==> src/rtl/operand_entry.sv <==
// Hex operand entry: debounced ENTER/BACK buttons drive a 3-state FSM.
// The FSM commits an 8-bit operand one nibble at a time.
module operand_entry #(
  parameter int DEBOUNCE_CYCLES = 100000,
  parameter int CNT_W           = 17
) (
  input  logic       clock,
  input  logic       reset_n,
  input  logic [1:0] buttons,
  input  logic [3:0] switches,
  output logic [7:0] operand,
  output logic       operand_valid,
  output logic [1:0] state,
  output logic [3:0] disp_hi,
  output logic [3:0] disp_lo
);

  typedef enum logic [1:0] {
    S_HI   = 2'd0,
    S_LO   = 2'd1,
    S_DONE = 2'd2,
    S_BAD  = 2'd3
  } state_t;

  localparam logic [CNT_W-1:0] CNT_LAST = CNT_W'(DEBOUNCE_CYCLES - 1);

  logic [1:0]            r_sync1, r_sync2, r_deb, r_deb_d;
  logic [1:0][CNT_W-1:0] r_cnt;
  logic                  w_enter, w_back;

  state_t     r_state;
  logic [3:0] r_hi, r_lo;
  logic [7:0] r_operand;
  logic       r_valid;

  // Levels are kept as "pressed = 1" after the inversion at the synchronizer input.
  always_ff @(posedge clock or negedge reset_n) begin
    if (!reset_n) begin
      r_sync1 <= '0;
      r_sync2 <= '0;
      r_deb   <= '0;
      r_deb_d <= '0;
      r_cnt   <= '0;
    end else begin
      r_sync1 <= ~buttons;
      r_sync2 <= r_sync1;
      r_deb_d <= r_deb;
      for (int i = 0; i < 2; i++) begin
        if (r_sync2[i] != r_deb[i]) begin
          if (r_cnt[i] == CNT_LAST) begin
            r_deb[i] <= r_sync2[i];
            r_cnt[i] <= '0;
          end else begin
            r_cnt[i] <= r_cnt[i] + 1'b1;
          end
        end else begin
          r_cnt[i] <= '0;
        end
      end
    end
  end

  assign w_back  = r_deb[1] & ~r_deb_d[1];
  assign w_enter = r_deb[0] & ~r_deb_d[0] & ~w_back;

  always_ff @(posedge clock or negedge reset_n) begin
    if (!reset_n) begin
      r_state   <= S_HI;
      r_hi      <= '0;
      r_lo      <= '0;
      r_operand <= '0;
      r_valid   <= 1'b0;
    end else begin
      r_valid <= 1'b0;
      case (r_state)
        S_HI: begin
          if (w_back) begin
            r_hi <= '0;
          end else if (w_enter) begin
            r_hi    <= switches;
            r_state <= S_LO;
          end
        end
        S_LO: begin
          if (w_back) begin
            r_hi    <= '0;
            r_lo    <= '0;
            r_state <= S_HI;
          end else if (w_enter) begin
            r_lo      <= switches;
            r_operand <= {r_hi, switches};
            r_valid   <= 1'b1;
            r_state   <= S_DONE;
          end
        end
        S_DONE: begin
          if (w_back || w_enter) begin
            r_hi    <= '0;
            r_lo    <= '0;
            r_state <= S_HI;
          end
        end
        default: begin
          r_hi    <= '0;
          r_lo    <= '0;
          r_state <= S_HI;
        end
      endcase
    end
  end

  // In S_DONE the working low digit always equals operand[3:0].
  always_comb begin
    disp_hi = '0;
    disp_lo = '0;
    case (r_state)
      S_HI:    disp_hi = switches;
      S_LO:    begin disp_hi = r_hi;           disp_lo = switches; end
      S_DONE:  begin disp_hi = r_operand[7:4]; disp_lo = r_lo;     end
      default: ;
    endcase
  end

  assign operand       = r_operand;
  assign operand_valid = r_valid;
  assign state         = r_state;

endmodule

==> config.mk <==
export PLATFORM = sky130hd
export DESIGN_NAME = operand_entry
export DESIGN_NICKNAME = d
export VERILOG_FILES = /design/src/rtl/operand_entry.sv
export SDC_FILE = /design/constraint.sdc
export NUM_CORES = 1
export LEC_CHECK = 0
export BUFFER_PORTS_ARGS = -buffer_cell sky130_fd_sc_hd__buf_2
export CAP_MARGIN = 20
export CORE_AREA = 2 2 102 104
export CTS_CLUSTER_SIZE = 24
export DETAILED_ROUTE_END_ITERATION = 10
export DIE_AREA = 0 0 104 106
export GPL_ROUTABILITY_DRIVEN = 1
export PLACE_DENSITY_LB_ADDON = 0.05
export SYNTH_ARGS = -nofsm -noshare
export SYNTH_HDL_FRONTEND = slang
export SYNTH_SLANG_ARGS = --single-unit
==> constraint.sdc <==
create_clock -name clock -period 5.11 [get_ports clock]
set_input_delay 0.511 -clock clock [delete_from_list [all_inputs] [get_ports clock]]
set_output_delay 0.511 -clock clock [all_outputs]
set_load 0.01 [all_outputs]
After elaboration in Yosys (flattened, before gate mapping)
Index checks and enable logic that the tools add are counted.
W data, S select, Z words.
{"block": "op_classes", "n_eq_ne": 12, "add_sub_neg": 2, "muxes": 21, "reduce_logical": 8, "n_bitwise": 8, "shifts": 0, "div_mod_pow": 0, "magnitude_cmp": 0, "mul": 0}
{"cell": "$mux W17", "count": 4}
{"cell": "$pmux W4 S3", "count": 3}
{"cell": "$add A17 B1 Y17 const B", "count": 2}
{"cell": "$eq A17 B17 Y1 const B", "count": 2}
{"cell": "$mux W4", "count": 4}
{"cell": "$mux W2", "count": 5}
{"cell": "$reduce_and A3 Y1", "count": 3}
{"cell": "$ne A2 B2 Y1 const B", "count": 4}
{"cell": "$pmux W4 S2", "count": 1}
{"cell": "$ne A3 B3 Y1 const B", "count": 2}
{"cell": "$pmux W2 S3", "count": 1}
{"cell": "$not A1 Y1", "count": 4}
{"cell": "$reduce_and A2 Y1", "count": 2}
{"cell": "$reduce_and A4 Y1", "count": 1}
{"cell": "$and A1 B1 Y1", "count": 3}
{"cell": "$mux W1", "count": 3}
{"cell": "$eq A2 B1 Y1 const B", "count": 1}
{"cell": "$eq A2 B2 Y1 const B", "count": 1}
{"cell": "$logic_not A2 Y1", "count": 1}
{"cell": "$ne A1 B1 Y1", "count": 2}
{"cell": "$not A2 Y2", "count": 1}
{"cell": "$logic_or A1 B1 Y1", "count": 1}
{"block": "totals", "rom_bits": 0, "out_inout_bits": 19, "memories": 0, "latchBits": 0, "ram_bits": 0, "register_bits": 61}

Longest topological paths before layout
Gate-level depths: netlist of run 1.
{"block": "logic_depth", "depth_word": 7, "depth_mapped": 7, "depth_no_buf": 6}

Worst setup path after synthesis of run 1
OpenSTA, ideal clock, no wires.
{"block": "synth_path", "kind": "register -> output", "startpoint": "register r_state[0], in the netlist state[0]", "endpoint": "output disp_hi[0]", "t_required_ps": 4599, "path_stages_with_launch": 6, "path_slack_ps": 3289, "arrival_time_ps": 1310, "cell_sequence": "dfrtp_1 inv_1 ha_1 clkbuf_1 a222oi_1 nor2_1"}
{"block": "synth_via", "elab_chain_len": 2}
{"element": "start: declaration", "line": "31", "rtl": "state_t r_state;"}
{"element": "start signal: assignment", "line": "68", "rtl": "r_state <= S_HI;"}
{"element": "start signal: assignment", "line": "81", "rtl": "r_state <= S_LO;"}
{"element": "start signal: assignment", "line": "88", "rtl": "r_state <= S_HI;"}
{"element": "$eq A2 B2 Y1, or another cell as far along", "line": "116", "rtl": "case (r_state)"}
{"element": "$pmux W4 S3 (*)", "line": "116"}
{"element": "end: declaration", "line": "14", "rtl": "output logic [3:0] disp_hi,"}
Mark *: on every way between the ends. The rest lies on a longest branch, timed or not.

Worst setup path in the final report of run 1
Ends and elaborated chain as after synthesis.

==> flow_summary.json, run 1 <==
{
  "status": "completed",
  "synth-seq-cells": 61,
  "syn_area_um2": 2890,
  "finalWorstPathRequiredPeriod_ps": 2320,
  "worstMarginPinSlew_ps": 781,
  "grt_overflow": 0,
  "end_kind": "output pin",
  "track_usage_pct": 12.7,
  "synthTopCellsByArea": "dfrtp_1, mux2_2, xor2_1",
  "yosysTopAreaCellShare_pct": 52.7,
  "routabilityCongestion": 0.719,
  "syn_avg_cell_area_um2": 10.7,
  "synth_edf_count": 0,
  "worst-setup-path-type": "flop to output pin",
  "drt_wl_total_mm": 6.37,
  "die_h_um": 106,
  "dp.final_hpwl_mm": 4.22,
  "drt_iter0_markers": 130,
  "seq_area_frac_synth_pct": 52.7,
  "drv_cap": 0,
  "cp.arrival_ps": 1810,
  "grt_setup_unrepaired": "no",
  "async_flop_share_pct": 100,
  "io-pin-count": 27,
  "cts_hold_buf": 0,
  "numCtsBuffers": 9,
  "syn_nets": 285,
  "cts_resized": 0,
  "synth_top_flop_cell": "dfrtp_1",
  "p_leak_nw": 1.49,
  "path_clk_slew_ps": 70,
  "yosys.area.top_type": "dfrtp_1",
  "drv_slew": 0,
  "core-area_um2": 10000,
  "timing.setup.tns_ps": 0,
  "synth.distinct_cells": 35,
  "setup_viol": 0,
  "wl_met1_mm": 3.08,
  "dr.pass1.iters": 4,
  "nFillCells": 1054,
  "dp_cells": 426,
  "cts_tree": "done",
  "slew_headroom_pct": 47.9,
  "grt_pass1_wl_mm": 10.9,
  "die_area_um2": 11000,
  "setup.worst_path.start_class": "flop",
  "crit_fanout": 11,
  "routed.top_layer": "met4",
  "wl_per_cell_um": 14.4,
  "hold_violations": 0,
  "clock_path_buffers": 2,
  "antenna_found_initial": 0,
  "worstHoldPathType": "input port to flop",
  "vias": 2131,
  "yosys_warnings": 0,
  "die_x_um": 104,
  "start_util_pct": 28.9,
  "fin_util_pct": 33.4,
  "pre_cts_ws_ps": 3160,
  "drive_gt1_share_pct": 19.3,
  "timing.final.ws_setup_ps": 2790,
  "fin_hold_ws_ps": 297,
  "ant_nets": 0,
  "vdd_drop_max_mv": 0.0860,
  "numClockSinks": 61,
  "met2WireLength_mm": 2.87,
  "num_rows": 37,
  "clk_latency_ps": 350,
  "synth_cells": 271,
  "drc": 0,
  "fmax_mhz": 431,
  "finalClockSkew_ps": 7.65,
  "p_total_mw": 0.961,
  "post-cts-setup-buffers": 0,
  "placed_area_um2": 3150,
  "worstPathRequired_ps": 4600,
  "timing.final.crit_share_pct": 45.4,
  "final_area_um2": 3340,
  "wl_met3_um": 268,
  "antenna_cells": 0,
  "h-tree-depth": 3,
  "area_delta_synth_final_pct": 15.6,
  "first_global_vias": 2052,
  "nNetsFinal": 315,
  "root_buffer": "clkbuf_8",
  "port_buffers": 26,
  "grt_max_degree": 62,
  "drt-vias-per-instance": 4.82,
  "final_cells": 442,
  "p_per_area_nw_per_um2": 287
}
[sequential cells by signal (all words and copies together), names as in the netlist]
register	cells
state	2
r_deb_d	2
r_deb	2
r_sync2	2
r_hi	4
r_cnt	34
r_sync1	2
r_lo	4
operand_valid	1
operand	8
[synth_stat cells, drive strengths merged (2+ instances only)]
| library cell | n |
|---|---|
| and4 | 8 |
| nor2b | 5 |
| mux2 | 14 |
| buf | 7 |
| dfrtp | 61 |
| nand4 | 15 |
| nand2 | 18 |
| nand3 | 12 |
| o21ai | 7 |
| a21oi | 5 |
| xnor2 | 12 |
| inv | 7 |
| xor2 | 18 |
| nor2 | 38 |
| and3 | 6 |
| nor4 | 7 |
| a22oi | 4 |
| nand2b | 2 |
| nor3 | 4 |
| a222oi | 4 |
| ha | 6 |
[cell usage in the layout (no fill, tap or decap), drive strengths merged, types with 8 or more instances in the layout]
cell type and instances:
dfrtp 61, nor2 38, buf 27, nand2 18, xor2 18, nand4 15
mux2 14, xnor2 12, nand3 12, clkbuf 12, and4 8
[layer usage]
metal	up-vias	global-route usage, %
met5	-	0
met4	0	8.11
met3	12	2.76
met2	54	19.4
met1	1040	16.4
li1	1025	-
[worst paths after layout]
| kind | end | cells past startpoint | start | slack [ps] |
|---|---|---|---|---|
| max | disp_hi[0] | 5 | state[0] | 2790 |
| min | r_sync1[0] | 2 | buttons[0] | 300 |
| max reg2reg | r_hi[0] | 5 | state[0] | 3150 |
| min reg2reg | r_sync2[1] | 0 | r_sync1[1] | 350 |
| max in group asynchronous | r_cnt[10] | 2 | reset_n | 4270 |
| min in group asynchronous | r_cnt[31] | 2 | reset_n | 330 |
[logic make-up (layout without fill, tap and decap cells)]
family,after synthesis,count (layout),share of synthesized area (%)
AND/OR/NAND/NOR,121,121,21.8
multiplexers,14,14,5.45
adder cells (fa/ha/maj),6,6,2.59
XOR/XNOR,30,30,9.08
flip-flops,61,61,52.7
AO/OA/AOI/OAI,24,24,5.71
buffers and inverters,15,50,2.64
[layout make-up]
cell class	instances	area, um^2	area share, %
Timing Repair Buffer	27	138	4.12
Tap cell	136	170	5.09
Inverter	7	26.3	0.786
Clock inverter	4	47.5	1.42
Sequential cell	61	1530	45.6
Clock buffer	12	145	4.34
Multi-Input combinational cell	195	1290	38.6
[worst max-delay path: stages, from the launching register on]
cell and delay (ps):
dfrtp_1 410, inv_1 80, ha_1 320, a222oi_1 440, nor2_1 70, buf_2 140
[power by group]
group / switching (mW) / internal (mW) / leakage, nW / total [mW]
logic: 0.0240 / 0.0123 / 0.586 / 0.0363
clock network: 0.192 / 0.237 / 0.0964 / 0.429
registers: 0.00572 / 0.490 / 0.808 / 0.496
total: 0.222 / 0.739 / 1.49 / 0.961
(Power assumes the default switching activity.)
==> inputs of run 2 (changes only) <==
==> constraint.sdc (replaced) <==
create_clock -name clock -period 2 [get_ports clock]
set_input_delay 0.2 -clock clock [delete_from_list [all_inputs] [get_ports clock]]
set_output_delay 0.2 -clock clock [all_outputs]
set_load 0.01 [all_outputs]
==> run 2 against run 1 <==
Compared with the run above:
- combinational power grew to 2.9 times the previous value
- non-clock buffer count grew 15
- die area did not move
- critical path type unchanged
- via count up 0.42%
- clock skew grew 2.4 ps
==> flow_summary.json, run 2 (same netlist as run 1, synthesis figures left out) <==
{
  "status": "completed",
  "h-tree-depth": 3,
  "grt_max_degree": 62,
  "die_h_um": 106,
  "finalClockSkew_ps": 10.0,
  "die_area_um2": 11000,
  "cp.arrival_ps": 1710,
  "reg2reg_slack_ps": 260,
  "final_cells": 455,
  "worst-path-buf-inv": 3,
  "p_leak_nw": 1.57,
  "worstRegToRegCells": 5,
  "final_area_um2": 3500,
  "dr.pass1.iters": 7,
  "area_delta_synth_final_pct": 21.0,
  "whs_path_depth": 2,
  "slew_headroom_pct": 72.3,
  "port_buffers": 26,
  "first_global_vias": 2093,
  "worstMarginPinSlew_ps": 415,
  "nFillCells": 1050,
  "drt_iter0_markers": 92,
  "drv_slew": 0,
  "timing.final.crit_share_pct": 95.5,
  "numClockSinks": 61,
  "track_usage_pct": 13.0,
  "grt_overflow": 0,
  "finalWorstPathRequiredPeriod_ps": 1910,
  "crit_fanout": 7,
  "p_per_area_nw_per_um2": 665,
  "final_common_cell": "dfrtp_1",
  "nNetsFinal": 330,
  "grt_pass1_wl_mm": 11.2,
  "crit_slowest_cell": "dfrtp_1",
  "wl_per_cell_um": 14.3,
  "fmax_mhz": 524,
  "regMostFlops": "r_cnt",
  "drive_gt1_share_pct": 23.8,
  "dp_cells": 434,
  "end_kind": "output pin",
  "timing.setup.tns_ps": 0,
  "cp_top_family": "flip-flops",
  "regArea_um2": 1530,
  "io-pin-count": 27,
  "largest_reg_flops": 34,
  "cts_tree": "done",
  "ant_nets": 0,
  "grt_setup_unrepaired": "yes",
  "worstHoldPathType": "input port to flop",
  "path_cells": "inv_2 > ha_4 > buf_8 > a222oi_1 > nor2_1 > buf_2",
  "start_util_pct": 28.9,
  "root_buffer": "clkbuf_8",
  "multi_input_area_um2": 1320,
  "setup.worst_path.start_class": "flop",
  "crit_path_max_incr_delay_ps": 430,
  "clk_latency_ps": 330,
  "vias": 2140,
  "final_cell_mix": "dfrtp_1, nor2_1, buf_2",
  "die_x_um": 104,
  "drv_cap": 0,
  "drt-vias-per-instance": 4.70,
  "hold_violations": 0,
  "crit_cells": 6,
  "clock_path_buffers": 2,
  "dp.final_hpwl_mm": 4.31,
  "vdd_drop_max_mv": 0.186,
  "placed_area_um2": 3240,
  "numCtsBuffers": 9,
  "antenna_found_initial": 0,
  "drt_wl_total_mm": 6.53,
  "antenna_cells": 0,
  "drc": 0,
  "path_clk_slew_ps": 70,
  "num_rows": 37,
  "fin_util_pct": 35.0,
  "setup_viol": 0,
  "routabilityCongestion": 0.717,
  "core-area_um2": 10000,
  "worst-setup-path-type": "flop to output pin",
  "worstPathRequired_ps": 1800
}
==> run 2: cell types whose count changed in the layout (fill, tap and decap cells not counted), sizes merged <==
cell         change
bufinv           -1
dlygate4sd3      +2
buf             +13
clkinvlp         -1
==> run 2: routing by layer <==
metal  up-vias  track usage, %  routed length, um
met5         -               0                  0
met4         0            6.08                102
met3         9            2.94                228
met2        40            19.5               2950
met1      1040            17.9               3250
li1       1051               -                  -
==> run 2: stage by stage <==
step           hold WS [ps]  setup slack, ps  power, mW
3_5_place_dp            242              293       1.39
4_1_cts                1.06             30.4       2.39
5_1_grt                11.2            -38.1       2.46
3_3_place_gp            245              288       1.39
2_1_floorplan         -95.6              314       1.33
6_report               19.0             90.3       2.33
==> run 2: repair_timing <==
item                       in CTS  in global routing
setup buffers                   3                  2
pin swaps                       1                  4
hold buffers                    2                  0
resized for setup               1                 10
hold endpoints to repair       62                  0
setup endpoints to repair       2                  4
==> run 2: cell type report <==
class	instances	area share, %
flip-flops and latches	61	43.6
multi-input cells	195	37.7
repair buffers	42	8.43
well taps	136	4.86
clock buffers	12	4.43
inverters	7	0.750
clock inverters	2	0.286
==> run 2: path summary, 6_finish.rpt <==
path                                 start          to
max in group asynchronous          reset_n     r_hi[1]
worst min register to register  r_sync1[0]  r_sync2[0]
min in group asynchronous          reset_n  r_sync1[1]
worst max-delay path              state[0]  disp_hi[0]
worst max register to register    state[0]     r_hi[1]
worst min-delay path            buttons[0]  r_sync1[0]
==> run 2: report_power, final <==
group | leakage, nW | internal [mW] | switching (mW)
Sequential | 0.808 | 1.25 | 0.0148
Clock | 0.0881 | 0.500 | 0.459
Combinational | 0.675 | 0.0397 | 0.0640
==> inputs of run 3 (changes only) <==
--- a/config.mk
+++ b/config.mk
@@ -8,6 +8,7 @@
 export BUFFER_PORTS_ARGS = -buffer_cell sky130_fd_sc_hd__buf_2
 export CAP_MARGIN = 20
 export CORE_AREA = 2 2 102 104
+export CTS_BUF_LIST = sky130_fd_sc_hd__clkbuf_4 sky130_fd_sc_hd__clkbuf_8
 export CTS_CLUSTER_SIZE = 24
 export DETAILED_ROUTE_END_ITERATION = 10
 export DIE_AREA = 0 0 104 106
==> run 3 against run 2 <==
Compared with the run above:
- sequential cell count stayed put
- maximum frequency hardly changed
- final cell count stayed put
- critical path type unchanged
==> flow_summary.json, run 3 (same netlist as run 1, synthesis figures left out) <==
{
  "status": "completed",
  "grt_max_degree": 62,
  "fin_hold_ws_ps": 18.9,
  "dp.final_hpwl_mm": 4.31,
  "drt_iter0_markers": 90,
  "finalClockSkew_ps": 11.5,
  "drv_cap": 0,
  "core-area_um2": 10000,
  "finalWorstPathRequiredPeriod_ps": 1910,
  "p_per_area_nw_per_um2": 669,
  "h-tree-depth": 3,
  "drc": 0,
  "area_delta_synth_final_pct": 21.1,
  "hold_violations": 0,
  "grt_pass1_wl_mm": 11.2,
  "cp.arrival_ps": 1710,
  "worstHoldPathType": "input port to flop",
  "drt-vias-per-instance": 4.69,
  "drt_wl_total_mm": 6.54,
  "crit_fanout": 7,
  "grt_overflow": 0,
  "timing.final.crit_share_pct": 95.5,
  "final_cell_mix": "dfrtp_1, nor2_1, buf_2",
  "worst-setup-path-type": "flop to output pin",
  "antenna_cells": 0,
  "die_area_um2": 11000,
  "io-pin-count": 27,
  "num_rows": 37,
  "first_global_vias": 2098,
  "end_kind": "output pin",
  "worstMarginPinSlew_ps": 415,
  "numClockSinks": 61,
  "p_total_mw": 2.34,
  "die_x_um": 104,
  "root_buffer": "clkbuf_8",
  "ant_nets": 0,
  "vias": 2136,
  "drv_slew": 0,
  "cts_tree": "done",
  "slew_headroom_pct": 72.3,
  "die_h_um": 106,
  "fmax_mhz": 524,
  "drive_gt1_share_pct": 24.1,
  "routabilityCongestion": 0.717,
  "port_buffers": 26,
  "p_leak_nw": 1.57,
  "path_clk_slew_ps": 70,
  "clk_latency_ps": 330,
  "largest_reg_flops": 34,
  "regMostFlops": "r_cnt",
  "start_util_pct": 28.9,
  "antenna_found_initial": 0,
  "final_area_um2": 3510,
  "setup.worst_path.start_class": "flop",
  "placed_area_um2": 3240,
  "numCtsBuffers": 9,
  "clock_path_buffers": 2,
  "wl_per_cell_um": 14.4,
  "grt_setup_unrepaired": "yes",
  "final_common_cell": "dfrtp_1",
  "vdd_drop_max_mv": 0.184,
  "dr.pass1.iters": 7,
  "worstPathRequired_ps": 1800,
  "nNetsFinal": 330,
  "track_usage_pct": 13.0,
  "setup_viol": 0
}
==> run 3: report_power, final <==
group          leakage [nW]  internal (mW)  switching [mW]
clock                0.0915          0.514           0.461
combinational         0.675         0.0397          0.0643
sequential            0.808           1.25          0.0148
total                  1.57           1.81           0.540
==> run 3: layout make-up <==
| type | count | area (um^2) |
|---|---|---|
| multi-input combinational | 195 | 1320 |
| clock buffer | 12 | 159 |
| sequential | 61 | 1530 |
| inverter | 7 | 26.3 |
| fill | 1050 | 6490 |
| clock inverter | 2 | 10.0 |
| timing repair buffer | 42 | 295 |
| tap | 136 | 170 |
==> run 3: worst paths after layout <==
check                                start          to  slack (ps)  depth (start not counted)
worst max-delay path              state[0]  disp_hi[0]          90                          6
worst min-delay path            buttons[0]  r_sync1[0]          20                          2
worst max register to register    state[0]     r_hi[1]         260                          5
worst min register to register  r_sync1[0]  r_sync2[0]         350                          0
max in group asynchronous          reset_n     r_hi[1]        1280                          3
min in group asynchronous          reset_n  r_sync1[1]         410                          3
==> run 3: worst max-delay path: stages, from the launching register on <==
cell and delay (ps):
dfrtp_1 430, inv_2 90, ha_4 170, buf_8 120, a222oi_1 350, nor2_1 80, buf_2 150
==> run 3: what timing repair did <==
action,4_1_cts,5_1_grt
setup endpoints to repair,2,4
setup buffers,3,2
endpoints found under the hold margin,62,0
gates resized for setup,1,10
cloned,0,0
pin swaps,1,4
hold buffers,2,0
==> run 3: through the flow <==
stage               setup WS (ps)  utilization (%)  cells  setup TNS, ps
finish                       90.3             35.1    455              0
global route                -38.1             35.1    455          -47.3
CTS                          30.4             34.5    453              0
detailed placement            293             32.4    434              0
global placement              288             32.4    434              0
floorplan                     314                -    271              0
==> run 3: routing by layer <==
metal  GRT usage [%]  share of wire (%)
met5               0                  0
met4            6.08                1.6
met3            2.94                3.5
met2            19.5                 45
met1            17.9                 50
